[src/rtl/cheat_code_loader.sv]
// cheat_code_loader: packs the HPS cheat download byte stream into 128-bit
// {flags, address, compare, replace} records and sends each one on the 129-bit
// cheat code bus. Every record gets one full low->high->low cycle of code[128].
module cheat_code_loader #(
  parameter logic [7:0]  CHEAT_INDEX  = 8'd255,
  parameter int unsigned MAX_CODES    = 32,
  parameter int unsigned PULSE_CYCLES = 2
) (
  input  logic         clk,
  input  logic         reset,
  input  logic         ioctl_download,
  input  logic [7:0]   ioctl_index,
  input  logic         ioctl_wr,
  input  logic [7:0]   ioctl_dout,
  output logic         ioctl_wait,
  output logic         cheat_reset,
  output logic [128:0] code,
  output logic [7:0]   code_count,
  output logic         busy,
  output logic         overflow_err,
  output logic         partial_err
);

  localparam int unsigned PCW = (PULSE_CYCLES > 1) ? $clog2(PULSE_CYCLES) : 1;
  localparam logic [PCW-1:0] PULSE_LAST = PCW'(PULSE_CYCLES - 1);
  localparam int unsigned BW  = 4;
  localparam int unsigned CW  = 8;
  localparam int unsigned RW  = 128;

  typedef enum logic [1:0] {
    S_IDLE = 2'd0,
    S_LOAD = 2'd1,
    S_HI   = 2'd2,
    S_LO   = 2'd3
  } state_t;

  // Registered state
  state_t          r_state;
  logic [PCW-1:0]  r_pcnt;
  logic            r_active_q;
  logic            r_cheat_reset;
  logic [BW-1:0]   r_b;
  logic            r_pending;
  logic [RW-1:0]   r_rec;
  logic [RW:0]     r_code;
  logic [CW-1:0]   r_count;
  logic            r_ovf;
  logic            r_part;
  logic            r_busy;

  // Combinational next values
  logic            w_active;
  logic            w_rise;
  logic            w_fall;
  logic            w_byte;
  logic [BW-1:0]   w_b_eff;
  logic [CW-1:0]   w_count_eff;
  logic [6:0]      w_lane;
  state_t          w_state_nxt;
  logic [PCW-1:0]  w_pcnt_nxt;
  logic            w_load;
  logic            w_abort;
  logic            w_clk_bit_nxt;
  logic [BW-1:0]   w_b_nxt;
  logic [CW-1:0]   w_count_nxt;
  logic            w_ovf_nxt;
  logic            w_part_nxt;
  logic            w_rec_we;
  logic            w_pend_set;
  logic            w_pending_nxt;

  // Download qualification and edge detection of the active window
  assign w_active = ioctl_download && (ioctl_index == CHEAT_INDEX);
  assign w_rise   = w_active && !r_active_q;
  assign w_fall   = !w_active && r_active_q;
  assign w_byte   = w_active && ioctl_wr;

  // A download start restarts assembly, so a byte on that cycle sees b=0
  assign w_b_eff     = w_rise ? '0 : r_b;
  assign w_count_eff = w_rise ? '0 : r_count;

  // Bit offset of the current byte: field 0 lands in the top word, lane 0 in the low byte
  assign w_lane = {~w_b_eff[3:2], w_b_eff[1:0], 3'b000};

  // Transmit FSM next state, pulse counter and clock-bit value
  always_comb begin
    w_state_nxt   = r_state;
    w_pcnt_nxt    = r_pcnt;
    w_load        = 1'b0;
    w_abort       = r_cheat_reset && ((r_state == S_HI) || (r_state == S_LO));
    w_clk_bit_nxt = 1'b0;
    case (r_state)
      S_IDLE: begin
        if (r_pending) begin
          w_state_nxt = S_LOAD;
        end
      end
      S_LOAD: begin
        w_load      = 1'b1;
        w_state_nxt = S_HI;
        w_pcnt_nxt  = '0;
      end
      S_HI: begin
        if (r_pcnt == PULSE_LAST) begin
          w_state_nxt = S_LO;
          w_pcnt_nxt  = '0;
        end else begin
          w_pcnt_nxt = r_pcnt + PCW'(1);
        end
      end
      S_LO: begin
        if (r_pcnt == PULSE_LAST) begin
          w_state_nxt = S_IDLE;
          w_pcnt_nxt  = '0;
        end else begin
          w_pcnt_nxt = r_pcnt + PCW'(1);
        end
      end
      default: begin
        w_state_nxt = S_IDLE;
        w_pcnt_nxt  = '0;
      end
    endcase
    if (w_abort) begin
      w_state_nxt = S_IDLE;
      w_pcnt_nxt  = '0;
    end
    // code[128] trails the HI state by one register stage
    w_clk_bit_nxt = (r_state == S_HI) && !w_abort;
  end

  // Byte assembly, record completion and error flag next values
  always_comb begin
    w_b_nxt     = w_b_eff;
    w_count_nxt = w_count_eff;
    w_ovf_nxt   = w_rise ? 1'b0 : r_ovf;
    w_part_nxt  = w_rise ? 1'b0 : r_part;
    w_rec_we    = 1'b0;
    w_pend_set  = 1'b0;
    if (w_fall && (r_b != '0)) begin
      w_part_nxt = 1'b1;
      w_b_nxt    = '0;
    end
    if (w_byte) begin
      if (r_pending) begin
        w_ovf_nxt = 1'b1;
      end else begin
        w_rec_we = 1'b1;
        if (w_b_eff == BW'(15)) begin
          w_b_nxt = '0;
          if (32'(w_count_eff) < MAX_CODES) begin
            w_pend_set = 1'b1;
          end
          if (w_count_eff != CW'(255)) begin
            w_count_nxt = w_count_eff + CW'(1);
          end
        end else begin
          w_b_nxt = w_b_eff + BW'(1);
        end
      end
    end
  end

  // Pending record flag: set on completion, freed by LOAD or an abort
  always_comb begin
    w_pending_nxt = r_pending;
    if (w_load || w_abort) begin
      w_pending_nxt = 1'b0;
    end
    if (w_pend_set) begin
      w_pending_nxt = 1'b1;
    end
  end

  // FSM state register
  always_ff @(posedge clk) begin
    if (reset) begin
      r_state <= S_IDLE;
      r_pcnt  <= '0;
    end else begin
      r_state <= w_state_nxt;
      r_pcnt  <= w_pcnt_nxt;
    end
  end

  // Download tracking, assembly counters and sticky error flags
  always_ff @(posedge clk) begin
    if (reset) begin
      r_active_q    <= 1'b0;
      r_cheat_reset <= 1'b0;
      r_b           <= '0;
      r_pending     <= 1'b0;
      r_count       <= '0;
      r_ovf         <= 1'b0;
      r_part        <= 1'b0;
    end else begin
      r_active_q    <= w_active;
      r_cheat_reset <= w_rise;
      r_b           <= w_b_nxt;
      r_pending     <= w_pending_nxt;
      r_count       <= w_count_nxt;
      r_ovf         <= w_ovf_nxt;
      r_part        <= w_part_nxt;
    end
  end

  // Record buffer byte writes
  always_ff @(posedge clk) begin
    if (reset) begin
      r_rec <= '0;
    end else if (w_rec_we) begin
      r_rec[w_lane +: 8] <= ioctl_dout;
    end
  end

  // Output bus: payload captured in LOAD, clock bit driven from the FSM
  always_ff @(posedge clk) begin
    if (reset) begin
      r_code <= '0;
    end else begin
      if (w_load) begin
        r_code[RW-1:0] <= r_rec;
      end
      r_code[RW] <= w_clk_bit_nxt;
    end
  end

  // Back-pressure / busy: high while a record waits or the FSM is active
  always_ff @(posedge clk) begin
    if (reset) begin
      r_busy <= 1'b0;
    end else begin
      r_busy <= w_pending_nxt || (w_state_nxt != S_IDLE);
    end
  end

  assign ioctl_wait   = r_busy;
  assign busy         = r_busy;
  assign cheat_reset  = r_cheat_reset;
  assign code         = r_code;
  assign code_count   = r_count;
  assign overflow_err = r_ovf;
  assign partial_err  = r_part;

endmodule

[config.mk]
export PLATFORM = sky130hd
export DESIGN_NAME = cheat_code_loader
export DESIGN_NICKNAME = d
export VERILOG_FILES = /design/src/rtl/cheat_code_loader.sv
export SDC_FILE = /design/constraint.sdc
export NUM_CORES = 1
export LEC_CHECK = 0
export ABC_AREA = 0
export CAP_MARGIN = 20
export CORE_ASPECT_RATIO = 0.6
export CORE_UTILIZATION = 30
export DETAILED_ROUTE_END_ITERATION = 10
export DONT_BUFFER_PORTS = 1
export SLEW_MARGIN = 20
export SYNTH_ARGS = -nofsm -noshare
export SYNTH_HDL_FRONTEND = slang
export SYNTH_SLANG_ARGS = --single-unit
[constraint.sdc]
create_clock -name clk -period 3 [get_ports clk]
set_input_delay 0.6 -clock clk [delete_from_list [all_inputs] [get_ports clk]]
set_output_delay 0.6 -clock clk [all_outputs]
set_load 0.05 [all_outputs]
==> summary.md, run 1 <==
| Metric | Value |
|---|---|
| Global-route wire length before repair | 46100 um |
| Cell Pwr Density | 602.7 nW/um^2 |
| Worst setup slack after layout | 0.3966 ns |
| Max incr delay on CP | 0.66 ns |
| RD Place Congestion | 0.8471 |
| Initial Utilization | 30.59% |
| CTS Root Buffer Type | clkbuf_16 |
| Synth top area share | 51.66% |
| Critical path class | reg2reg |
| Most numerous cell in the Yosys netlist | nand2_1 |
| Netlist Area Pre-Place | 10770 um^2 |
| Worst Max-Slew Pin Slew | 0.9410 ns |
| Largest area contributor in the netlist | dfxtp_1 |
| Hold Path End | code[50] |
| Top post-synthesis cells by area | dfxtp_1 52%, mux2i_1 12%, nand2_1 10%, nand2b_1 7.8%, a21oi_1 6.3% |
| Ports | 162 |
| Max Slew Vio Count | 0 |
| CTS buffer count | 28 |
| Share of layout cells above drive strength 1 | 8.298% |
| Setup TNS | 0 ns |
| Post-synthesis register bit count | 278 |
| Initial antenna violation count | 0 |
| RSZ-0062 raised after global routing | false |
| Worst Hold Slack | 0.1237 ns |
| CTS clk-pin slew, worst paths | 0.07 ns |
| Die footprint | 36700 um^2 |
| Post-DRT Antenna Nets | 0 |
| Setup slack after placement | 0.06118 ns |
| GRT Resource Usage Total | 16.36% |
| Most used flip-flop cell after synthesis | dfxtp_1 |
| Crit-path cells | or4_1 -> nand2_1 -> ha_1 -> buf_4 -> xor2_2 -> buf_4 -> nor3b_1 -> buf_4 -> mux2i_1 |
| VDD IR-drop max | 0.3970 mV |
| FF-to-FF End | r_rec[87] |
| Failing checks | DRC |
| Lkg Pwr | 4.595 nW |
| Vias in the first global route | 7548 |
| Die X | 246.6 um |
| Wirelength per Cell | 18.42 um |
| Sequential area share after synthesis | 51.66% |
| Setup crit end kind | register |
| Nets | 1196 |
| EDFF count, synth | 0 |
| FILL cells | 3583 |
| Hold Crit Class | in2reg |
| Max cap viols | 0 |
| Core area | 35210 um^2 |
| Crit share post-route | 86.78% |
| Outcome | complete, but fails checks |
| Final core utilization | 34.75% |
| Via density | 4.735 |
| Most frequent CP cell | buf_4 |
| First DRT Iteration DRCs | 461 |
| ANT cells | 0 |
| Post-synth top cells | 298 x nand2_1, 278 x dfxtp_1, 136 x a21oi_1 |
| FF+latch area | 5565 um^2 |
| Critical-path maximum fanout | 8 |
| Synthesized Nets | 1219 |
| Synthesis-to-layout area growth | 13.60% |
| Syn Inst Count | 1195 |
| Num Clock Sinks | 278 |
| Final HPWL DP | 19830 um |
| Setup bufs post-CTS | 0 |
| Min-delay src | reset |
| Clock Latency Late Sink | 0.56 ns |
| CTS tree | yes |
| Worst path required time | 3.47 ns |
| # setup viols final | 0 |
| Hold Crit Depth | 1 |
| CP max stage cell | or4_1 |
| Cell row count | 53 |
| Overflow after GRT | 0 |
| Period minus WS final | 2.603 ns |
| IO Port Bufs | 0 |
| Relative slew margins | 37.18% |
| Clock H-tree levels | 1 |
| CTS Buffer Depth | 3 |
| Final wirelength | 30570 um |
| Die Height | 148.8 um |
| Worst r2r src | r_active_q |
| Ys async rst share | 0% |
| Remaining routing DRC violations | 20 |
| Fmax | 384.1 MHz |
| Pin count of the biggest net entering global routing | 292 |
| Multi-input gate area | 4893 um^2 |
| Resized Gates After CTS | 0 |
| Worst Skew | 0.01483 ns |
| Power, Total | 7.376 mW |
| Syn avg cell area | 9.015 um^2 |
| Worst reg-to-reg path cell count | 9 |
| Synth warn | 0 |
| Startpoint Class | register |
| Crit path DAT | 3.07 ns |
| R2R Setup Slk | 0.40 ns |
| Vias | 7860 |
| Hold_buf cts | 0 |
| Final hold violations | 0 |
| Synth cell types | 50 |
| First drt pass iteration count | 8 |
[layout make-up]
type	instances	area share [%]
tap	467	4.775
timing repair buffer	27	1.861
inverter	6	0.1840
multi-input combinational	831	39.99
sequential	278	45.48
clock buffer	35	6.441
clock inverter	16	1.278
[state kept, by name, indices dropped and copies added, names as in the netlist]
| signal | cells |
|---|---|
| code | 129 |
| code_count | 8 |
| r_rec | 128 |
| r_pending | 1 |
| r_active_q | 1 |
| busy | 1 |
| r_state | 2 |
| r_pcnt | 1 |
| r_b | 4 |
| cheat_reset | 1 |
| overflow_err | 1 |
| partial_err | 1 |
[critical path: cells and delay by family (launching register included)]
family	cells	cell delay, ns
AND/OR/NAND/NOR	3	1.03
multiplexers	1	0.22
adder cells (fa/ha/maj)	1	0.26
buffers and inverters	3	0.62
XOR/XNOR	1	0.07
flip-flops	1	0.31
[layout by cell type (no fill, tap or decap), types with 2 or more instances in the layout]
cell type and n:
a211oi_1 4, a21oi_1 136, and2_1 2, and3_1 4, buf_12 2, buf_4 25, bufinv_16 2, clkbuf_1 2
clkbuf_16 29, clkbuf_8 4, clkinv_2 7, clkinv_4 3, clkinvlp_4 2, dfxtp_1 278, ha_1 4, inv_1 6
mux2i_1 129, nand2_1 297, nand2b_1 133, nand3_1 9, nand3_2 8, nand4_1 3, nor2_1 27, nor2b_1 9
nor3_1 10, nor3b_1 5, nor4_2 3, o21ai_0 5, o21ba_2 3, o21bai_1 2, or2_2 2, or3_1 3
xnor2_1 4, xor2_1 5
[cells by family (layout without fill, tap and decap cells)]
logic type      Yosys count  count (layout)  share of synthesized area, %
buf+inv                  86              84                         3.205
flops                   278             278                         51.66
simple gates            526             526                         23.41
compound gates          162             162                         8.386
mux                     129             129                         11.99
xor+xnor                 10              10                        0.8827
fa+ha+maj                 4               4                        0.4646
[per-stage QoR]
stage                     cells  instance area (um^2)
after CTS                  1660                 12240
after global routing       1660                 12240
final                      1660                 12240
after global placement     1609                 11290
after floorplan            1195                 10790
after detailed placement   1609                 11290
[power breakdown]
group	switching (mW)	internal [mW]	total (mW)
registers	0.000162	3.69	3.69
logic	0.0480	0.0354	0.0834
clock network	1.56	2.05	3.60
total	1.60	5.77	7.38
[worst max-delay path by stage]
| stage | from | to | cells after the start |
|---|---|---|---|
| final | r_active_q | r_rec[87] | 9 |
| after CTS | r_active_q | r_rec[48] | 7 |
| after detailed placement | ioctl_index[3] | r_rec[48] | 8 |
| after global routing | r_active_q | r_rec[48] | 7 |
| after floorplan | ioctl_index[3] | r_rec[80] | 11 |
| after global placement | ioctl_index[3] | r_rec[55] | 8 |
[metal layers]
layer  global-route usage (%)  vias up  wire length [um]
met1                    23.41     3742             15100
met3                    4.245       30              1917
met2                    24.89      187             13150
met4                    2.747        0               405
met5                        0        -                 0
li1                         -     3901                 -
(Power assumes the default switching activity.)
==> run 2, diff against run 1 <==
Settings changed: CAP_MARGIN 20 to 5, PLACE_DENSITY from default to 0.48.
==> run 2 against run 1 <==
Compared with the run above:
- clock skew up 0.0024 ns
- fmax down 3.5%
- sequential cell count unchanged
- die area unchanged
- clock power up 3%
- cell count up 0.48%
- critical path depth down 3
- first-iteration DRC count up 10%
- cell area up 0.68%
- the run still ends with DRC left
- critical endpoint is now r_rec[86]
- largest power group unchanged
- utilization up 0.24 points
==> summary.md, run 2 (synthesis results as in run 1) <==
| Metric | Value |
|---|---|
| Final hold violations | 0 (unchanged) |
| RSZ-0062 raised after global routing | false |
| VDD IR-drop max | 0.4047 mV (+1.9%) |
| Lkg Pwr | 4.642 nW (+1.0%) |
| Period minus WS final | 2.699 ns (+0.09567 ns) |
| Global-route wire length before repair | 47490 um (+3.0%) |
| Via density | 4.657 (-1.6%) |
| Nets | 1205 (+0.75%) |
| Final HPWL DP | 20120 um (+1.4%) |
| CTS Buffer Depth | 3 (unchanged) |
| Hold_buf cts | 0 (unchanged) |
| Remaining routing DRC violations | 9 (-55%) |
| Die footprint | 36700 um^2 (unchanged) |
| Wirelength per Cell | 18.87 um (+2.5%) |
| CTS Root Buffer Type | clkbuf_16 |
| Max cap viols | 0 (unchanged) |
| ANT cells | 0 (unchanged) |
| Power, Total | 7.467 mW (+1.2%) |
| Crit share post-route | 89.97% (+3.2 points) |
| Final cell count without fillers | 1668 (+0.48%) |
| Initial Utilization | 30.59% (unchanged) |
| Outcome | complete, but fails checks |
| Die X | 246.6 um (unchanged) |
| Core area | 35210 um^2 (unchanged) |
| Int Pwr | 5.901 mW (+2.2%) |
| Clock H-tree levels | 1 (unchanged) |
| Worst r2r src | r_active_q |
| Worst path required time | 3.45 ns (-0.02 ns) |
| RD Place Congestion | 0.8801 (+3.9%) |
| First DRT Iteration DRCs | 507 (+10%) |
| FILL cells | 3630 (+1.3%) |
| Overflow after GRT | 0 (unchanged) |
| Relative slew margins | 29.46% (-7.7 points) |
| Switching share of total power | 20.98% (-0.76 points) |
| Inst Count DP | 1617 (+0.50%) |
| Final core utilization | 34.99% (+0.24 points) |
| Post-DRT Antenna Nets | 0 (unchanged) |
| Resized Gates After CTS | 0 (unchanged) |
| Setup bufs post-CTS | 0 (unchanged) |
| CTS tree | yes |
| IO Port Bufs | 0 (unchanged) |
| Initial antenna violation count | 0 (unchanged) |
| Fmax | 370.5 MHz (-3.5%) |
| CTS clk-pin slew, worst paths | 0.07 ns (about the same) |
| Max Slew Vio Count | 0 (unchanged) |
| Min-delay src | reset |
| Failing checks | DRC |
| GRT Resource Usage Total | 16.93% (+0.57 points) |
| Cell Pwr Density | 606.0 nW/um^2 (+0.54%) |
| CTS buffer count | 29 (+3.6%) |
| Sequential Power Share | 49.4% (-0.6 points) |
| Ports | 162 (unchanged) |
| Vias in the first global route | 7632 (+1.1%) |
| Setup TNS | 0 ns (unchanged) |
| Crit path DAT | 3.15 ns (+0.08 ns) |
| Share of layout cells above drive strength 1 | 8.743% (+0.44 points) |
| Startpoint Class | register |
| Hold Crit Class | in2reg |
| Num Clock Sinks | 278 (unchanged) |
| Combinational fraction of design power | 1.1% (about the same) |
| Cell row count | 53 (unchanged) |
| First drt pass iteration count | 7 (-1) |
| Vias | 7768 (-1.2%) |
| Critical-path maximum fanout | 8 (unchanged) |
| Critical path class | reg2reg |
| Switching Power | 1.566 mW (-2.3%) |
| Synthesis-to-layout area growth | 14.38% |
| Critical path origin | r_active_q |
| Clk pwr share | 49.4% (+0.6 points) |
| Most common cell after layout, fill and taps aside | nand2_1 |
| Worst Skew | 0.01718 ns (+0.002355 ns) |
| Worst Max-Slew Pin Slew | 1.053 ns (+0.1124 ns) |
| Die Height | 148.8 um (unchanged) |
| Most frequent cells in the layout | 297 x nand2_1, 278 x dfxtp_1, 136 x a21oi_1 |
| Clock Latency Late Sink | 0.55 ns (about the same) |
| Pin count of the biggest net entering global routing | 292 (unchanged) |
| # setup viols final | 0 (unchanged) |
| Setup crit end kind | register |
| Final wirelength | 31470 um (+3.0%) |
| Max reg flops | 129 (unchanged) |
## run 2: worst max-delay path: stages (launching register included)
cell,delay (ns)
dfxtp_1,0.31
or4_1,0.61
nand2_1,0.13
ha_1,0.28
xor2_2,0.12
nor3b_2,0.87
mux2i_1,0.28
## run 2: worst paths after layout
kind	slack [ns]	depth (start not counted)	to
setup reg to reg	0.30	6	r_rec[86]
setup / recovery	0.30	6	r_rec[86]
hold / removal	0.13	1	code[68]
hold reg to reg	0.44	2	code[82]
## run 2: power by group through the flow
stage,combinational (mW),clock [mW],sequential [mW]
after CTS,0.0876,3.81,3.69
after floorplan,0.0924,0,3.77
after global routing,0.0884,3.95,3.69
after global placement,0.0875,0,3.77
after detailed placement,0.0876,0,3.77
final,0.0857,3.69,3.69
## run 2: layer usage
| layer | part of all wire (%) | global-route usage (%) |
|---|---|---|
| met5 | 0 | 0 |
| met4 | 1.4 | 2.870 |
| met1 | 51 | 25.31 |
| met3 | 5.4 | 4.173 |
| met2 | 42 | 24.58 |
## run 2: area by class of cell
| type | instances | area (um^2) | area share [%] |
|---|---|---|---|
| Clock buffer | 40 | 827.0 | 6.712 |
| Clock inverter | 11 | 136.4 | 1.107 |
| Inverter | 6 | 22.52 | 0.1828 |
| Multi-Input combinational cell | 831 | 4898 | 39.75 |
| Sequential cell | 278 | 5565 | 45.17 |
| Tap cell | 467 | 584.3 | 4.742 |
| Timing Repair Buffer | 35 | 287.8 | 2.336 |
## run 2: metrics by stage
step / hold slack, ns / cell area (um^2) / setup slack (ns)
floorplan: 0.4316 / 10790 / 0.02163
global placement: 0.4373 / 11360 / -0.05068
detailed placement: 0.4389 / 11360 / -0.1128
CTS: 0.09617 / 12320 / 0.2052
global route: 0.09849 / 12320 / 0.08841
finish: 0.1290 / 12320 / 0.3010
